**src/rtl/alu_pkg.sv**
```systemverilog
// Shared constants, state encoding and the single-cycle operation function
// for the ALU execute stage.
package alu_pkg;
  localparam int DATA_W = 16;
  localparam int ITER_N = 16;

  localparam logic [2:0] OP_ADD = 3'b000;
  localparam logic [2:0] OP_SUB = 3'b001;
  localparam logic [2:0] OP_AND = 3'b010;
  localparam logic [2:0] OP_OR  = 3'b011;
  localparam logic [2:0] OP_XOR = 3'b100;
  localparam logic [2:0] OP_SHL = 3'b101;
  localparam logic [2:0] OP_MUL = 3'b110;
  localparam logic [2:0] OP_DIV = 3'b111;

  localparam logic [1:0] S_IDLE = 2'd0;
  localparam logic [1:0] S_CALC = 2'd1;
  localparam logic [1:0] S_DONE = 2'd2;

  typedef struct packed {
    logic [2*DATA_W-1:0] data;
    logic                carry;
  } res_t;

  // Everything that finishes in one cycle, including the divide-by-zero shortcut.
  function automatic res_t single_op(input logic [2:0] op,
                                     input logic [DATA_W-1:0] a,
                                     input logic [DATA_W-1:0] b);
    res_t r;
    logic [DATA_W:0] s;
    r = '0;
    s = '0;
    case (op)
      OP_ADD: begin
        s = {1'b0, a} + {1'b0, b};
        r.data = {{(DATA_W-1){1'b0}}, s};
        r.carry = s[DATA_W];
      end
      OP_SUB: begin
        s = {1'b0, a} - {1'b0, b};
        r.data = {{(DATA_W-1){1'b0}}, s};
        r.carry = s[DATA_W];
      end
      OP_AND: r.data = {{DATA_W{1'b0}}, a & b};
      OP_OR:  r.data = {{DATA_W{1'b0}}, a | b};
      OP_XOR: r.data = {{DATA_W{1'b0}}, a ^ b};
      OP_SHL: r.data = {{DATA_W{1'b0}}, a << b[3:0]};
      OP_DIV: r.data = {a, {DATA_W{1'b1}}};
      default: r = '0;
    endcase
    return r;
  endfunction
endpackage

```
**src/rtl/alu_iter_muldiv.sv**
```systemverilog
// Iterative unsigned shift-add multiplier / restoring divider sharing one
// hi:lo register pair; one bit per cycle for ITER_N cycles.
module alu_iter_muldiv
  import alu_pkg::*;
(
  input  logic                clk,
  input  logic                rst,
  input  logic                start,
  input  logic                mode,
  input  logic [DATA_W-1:0]   a,
  input  logic [DATA_W-1:0]   b,
  output logic                busy,
  output logic                done,
  output logic [2*DATA_W-1:0] result
);
  logic [4:0]        cnt;
  logic              md;
  logic [DATA_W-1:0] hi, lo, m;
  logic [DATA_W-1:0] hi_n, lo_n;
  logic [DATA_W:0]   sum, sh;

  // MUL: m=multiplicand, lo=multiplier. DIV: m=divisor, lo=dividend/quotient.
  always_comb begin
    sum = {1'b0, hi} + {1'b0, (lo[0] ? m : '0)};
    sh  = {hi, lo[DATA_W-1]};
    if (!md) begin
      hi_n = sum[DATA_W:1];
      lo_n = {sum[0], lo[DATA_W-1:1]};
    end else if (sh < {1'b0, m}) begin
      hi_n = sh[DATA_W-1:0];
      lo_n = {lo[DATA_W-2:0], 1'b0};
    end else begin
      hi_n = sh[DATA_W-1:0] - m;
      lo_n = {lo[DATA_W-2:0], 1'b1};
    end
  end

  assign done   = busy && (cnt == 5'(ITER_N-1));
  assign result = {hi_n, lo_n};

  always_ff @(posedge clk or posedge rst) begin
    if (rst) begin
      busy <= 1'b0;
      cnt  <= '0;
      md   <= 1'b0;
      hi   <= '0;
      lo   <= '0;
      m    <= '0;
    end else if (start) begin
      busy <= 1'b1;
      cnt  <= '0;
      md   <= mode;
      hi   <= '0;
      lo   <= mode ? a : b;
      m    <= mode ? b : a;
    end else if (busy) begin
      hi  <= hi_n;
      lo  <= lo_n;
      cnt <= cnt + 5'd1;
      if (done) busy <= 1'b0;
    end
  end
endmodule

```
**src/rtl/alu_exec.sv**
```systemverilog
// ALU execute stage: IDLE/CALC/DONE control, single-cycle ops and result
// registers; MUL and non-zero DIV run through the iterative unit.
module alu_exec
  import alu_pkg::*;
(
  input  logic                clk,
  input  logic                rst,
  input  logic                Start,
  input  logic [2:0]          Op,
  input  logic [DATA_W-1:0]   ALU_in1,
  input  logic [DATA_W-1:0]   ALU_in2,
  output logic                Busy,
  output logic                Done,
  output logic [2*DATA_W-1:0] Wb_data,
  output logic                Zero,
  output logic                Carry,
  output logic                Div_err
);
  logic [1:0]          state;
  logic [2:0]          op_q;
  logic                accept, iterative, iter_done;
  logic [2*DATA_W-1:0] iter_res;
  res_t                sres;

  assign accept    = Start && (state != S_CALC);
  assign iterative = (Op == OP_MUL) || ((Op == OP_DIV) && (ALU_in2 != '0));
  assign sres      = single_op(Op, ALU_in1, ALU_in2);
  assign Done      = (state == S_DONE);

  alu_iter_muldiv u_iter (
    .clk    (clk),
    .rst    (rst),
    .start  (accept && iterative),
    .mode   (Op == OP_DIV),
    .a      (ALU_in1),
    .b      (ALU_in2),
    .busy   (Busy),
    .done   (iter_done),
    .result (iter_res)
  );

  // Div_err tracks only the most recent DIV, so other ops leave it alone.
  always_ff @(posedge clk or posedge rst) begin
    if (rst) begin
      state   <= S_IDLE;
      op_q    <= OP_ADD;
      Wb_data <= '0;
      Zero    <= 1'b0;
      Carry   <= 1'b0;
      Div_err <= 1'b0;
    end else if (accept && !iterative) begin
      state   <= S_DONE;
      op_q    <= Op;
      Wb_data <= sres.data;
      Zero    <= (sres.data == '0);
      Carry   <= sres.carry;
      if (Op == OP_DIV) Div_err <= 1'b1;
    end else if (accept) begin
      state <= S_CALC;
      op_q  <= Op;
    end else if (state == S_CALC) begin
      if (iter_done) begin
        state   <= S_DONE;
        Wb_data <= iter_res;
        Zero    <= (iter_res == '0);
        Carry   <= 1'b0;
        if (op_q == OP_DIV) Div_err <= 1'b0;
      end
    end else if (state == S_DONE) begin
      state <= S_IDLE;
    end
  end
endmodule

```
**config.mk**
```make
export PLATFORM = sky130hd
export DESIGN_NAME = alu_exec
export DESIGN_NICKNAME = d
export VERILOG_FILES = /design/src/rtl/alu_pkg.sv /design/src/rtl/alu_iter_muldiv.sv /design/src/rtl/alu_exec.sv
export SDC_FILE = /design/constraint.sdc
export NUM_CORES = 1
export LEC_CHECK = 0
export ABC_AREA = 0
export CAP_MARGIN = 20
export CORE_MARGIN = 4
export CORE_UTILIZATION = 48
export CTS_CLUSTER_SIZE = 12
export DETAILED_ROUTE_END_ITERATION = 10
export GPL_TIMING_DRIVEN = 0
export PLACE_DENSITY = 0.67
export SKIP_CTS_REPAIR_TIMING = 1
export SLEW_MARGIN = 5
export SYNTH_ARGS = -nofsm -noshare
export SYNTH_HDL_FRONTEND = slang
export SYNTH_SLANG_ARGS = --single-unit
```
**constraint.sdc**
```tcl
create_clock -name clk -period 5.05 [get_ports clk]
set_clock_uncertainty 0.05 [all_clocks]
set_input_delay 0.7575 -clock clk [delete_from_list [all_inputs] [get_ports clk]]
set_output_delay 0.7575 -clock clk [all_outputs]
set_load 0.01 [all_outputs]
```
==> metrics.cfg <==
[status]
status = completed

[cells_and_area]
syn_to_final_growth_pct = 14.3
fill_cells = 1889
nets = 1440
num_antenna_cells = 0
final_util_pct = 56.5
drive_above_1_share_pct = 5.93

[setup_path]
critPathKind = in2reg
arrival_ps = 5110
startpoint_type = input port
endpoint_kind = flop
ff2ff_path_depth = 15
path_max_fanout = 8
timing.rr.end = Zero
r2r_start = u_iter.lo[0]
cp.required_ps = 5290
r2r_slack_ps = 720

[synthesis]
synthDistinctLibCells = 92
yosysTopAreaCell = dfrtp_1
yosys_warnings = 0
ys.flop_type = dfrtp_1
synth_area_mm2 = 0.00978
syn_inst = 1222
synth_edf_count = 0
synthTopCellsByArea = dfrtp_1 24%, ha_1 11%, nor2_1 5.2%
yosysMostFrequentCell = nor2_1
async_reset_ff_share_pct = 100
yosys_register_bits = 95
synth_area_per_cell_um2 = 8.00
synthesis.nets = 1351
synth.cells.most_frequent = 136 x nor2_1, 102 x nand2_1, 95 x dfrtp_1, 89 x a21oi_1, 87 x ha_1
yosysTopAreaCellShare_pct = 24.3
yosysSeqAreaShare_pct = 24.3

[placed_design]
hpwl_um = 29900
dp_slack_ps = -273
globalplace.congestion = 1.03
io_buffers = 72

[timing]
fin_tns_setup_ps = 0
period_needed_ps = 4870
hold_viol = 0
timing.final.crit_share_pct = 96.5
setup_viol = 0
layout_setup_ws_ps = 179
timing.slew.headroom_pct = 39.7
worst_pin_slew_ps = 902
drv_slew = 0
max_freq_mhz = 205

[drt]
wl_per_cell_um = 23.6
ant_nets = 0
vias_per_cell = 6.56
remaining_drc_errors = 0
num_vias = 10371
drt-total-wl_um = 37400
drtIter0Drc = 1319
firstDrtPassIters = 5

[min_path]
hold_path_startpoint = op_q[0]
whs_path_depth = 2
hold_class = reg2reg
min_to = op_q[0]

[clock_network]
clock_sinks = 95
worstSkewPairLatency_ps = 350
path_clk_slew_ps = 70
cts_buffer_depth = 2
cts.htree.levels = 3
cts_tree = built
cts_buffers = 9
cts-root-buf = clkbuf_16

[flow_run]
maxCapViolCount = 0

[global_route]
grt_pass1_wl_um = 57500
grt_pass1_vias = 9621
antenna_found_initial = 1
grt_overflow_total = 0
grt_max_degree = 52
grtUsageTotal_pct = 33.1

[power]
power_mw = 5.46
powerDensity_mw_per_mm2 = 488
leakagePower_nw = 4.83
ir_drop_uv = 316

[floorplan]
die_y_um = 151
start_util_pct = 49.4
row_count = 51
core_mm2 = 0.0198
die_area_mm2 = 0.0227
die_w_um = 151
io_pins = 75

==> through the flow <==
step / std cells / area (um2) / hold WS, ps
floorplan: 1222 / 9780 / 396
global placement: 1559 / 10800 / 412
detailed placement: 1562 / 10900 / 421
CTS: 1578 / 11200 / 437
global route: 1581 / 11200 / 466
finish: 1581 / 11200 / 433
==> worst max-delay path: stages <==
cell             delay [ps]
clkdlybuf4s50_1         480
clkbuf_1                470
clkinvlp_4              320
ha_1                    380
a211oi_1                530
o21a_1                  280
o21ai_0                 170
o21ai_0                 240
mux2i_1                 160
a211oi_1                650
nand4_1                 190
nor4_2                  170
nand4b_1                170
nand3_1                 130
==> flip-flops by register name, summed over array words and instances, names as in the netlist <==
name	count
u_iter.m	16
state	2
u_iter.hi	16
u_iter.busy	1
u_iter.cnt	5
Div_err	1
u_iter.lo	16
Carry	1
Wb_data	32
Zero	1
op_q	3
u_iter.md	1
==> routing by layer <==
metal	vias up	global-route usage (%)	share of wire, %
met4	2	8.20	2.4
met3	73	9.09	12
met5	-	0	0.019
met1	4937	50.1	44
met2	649	46.2	41
li1	4710	-	-
==> cells by family (layout without fill, tap and decap cells) <==
family          count (synthesis)  after routing  synth area share (%)
compound gates                408            408                  29.2
xor+xnor                       30             30                  2.69
fa+ha+maj                      91             91                  11.9
buf+inv                       153            247                  6.15
flops                          95             95                  24.3
mux                            45             45                  6.04
simple gates                  400            400                  19.7
==> power breakdown <==
| group | internal, mW | total (mW) | switching (mW) | leakage [nW] |
|---|---|---|---|---|
| registers | 1.02 | 1.27 | 0.245 | 1.15 |
| clock network | 0.343 | 0.673 | 0.329 | 0.129 |
| logic | 1.39 | 3.52 | 2.13 | 3.55 |
==> cell usage in the layout, fill, tap and decap left out, types with 10 or more instances in the layout <==
cell type,instances
nor2_1,136
nand2_1,102
dfrtp_1,95
a21oi_1,89
ha_1,87
inv_1,74
o21ai_0,73
clkdlybuf4s50_1,72
clkbuf_1,55
a211oi_1,41
mux2i_1,32
nor3_1,30
o211ai_1,28
nand3_1,24
and2_1,18
a31oi_1,17
xor2_1,16
a21o_1,16
buf_2,15
xnor2_1,14
nor2b_1,14
a22oi_1,14
nand4_1,13
o221ai_1,12
o21a_1,11
mux4_2,11
o21bai_1,10
==> worst max-delay path by stage <==
stage,startpoint,endpoint,slack [ps],depth (start not counted)
finish,ALU_in2[1],Zero,180,14
detailed placement,ALU_in2[1],Carry,-270,14
CTS,ALU_in2[1],Carry,70,14
global route,ALU_in2[1],Zero,-6,14
global placement,ALU_in2[1],Carry,-360,14
floorplan,ALU_in2[1],Zero,1100,13
==> final cells by class <==
type	instances	area (um2)	share of cell area [%]
clock buffers	10	229	2.05
clock inverters	6	53.8	0.481
plain buffers	75	309	2.76
flip-flops and latches	95	2380	21.3
inverters	78	299	2.67
well taps	265	332	2.96
repair buffers	78	781	6.98
multi-input cells	974	6800	60.8
Power figures use the tool's default switching activity.
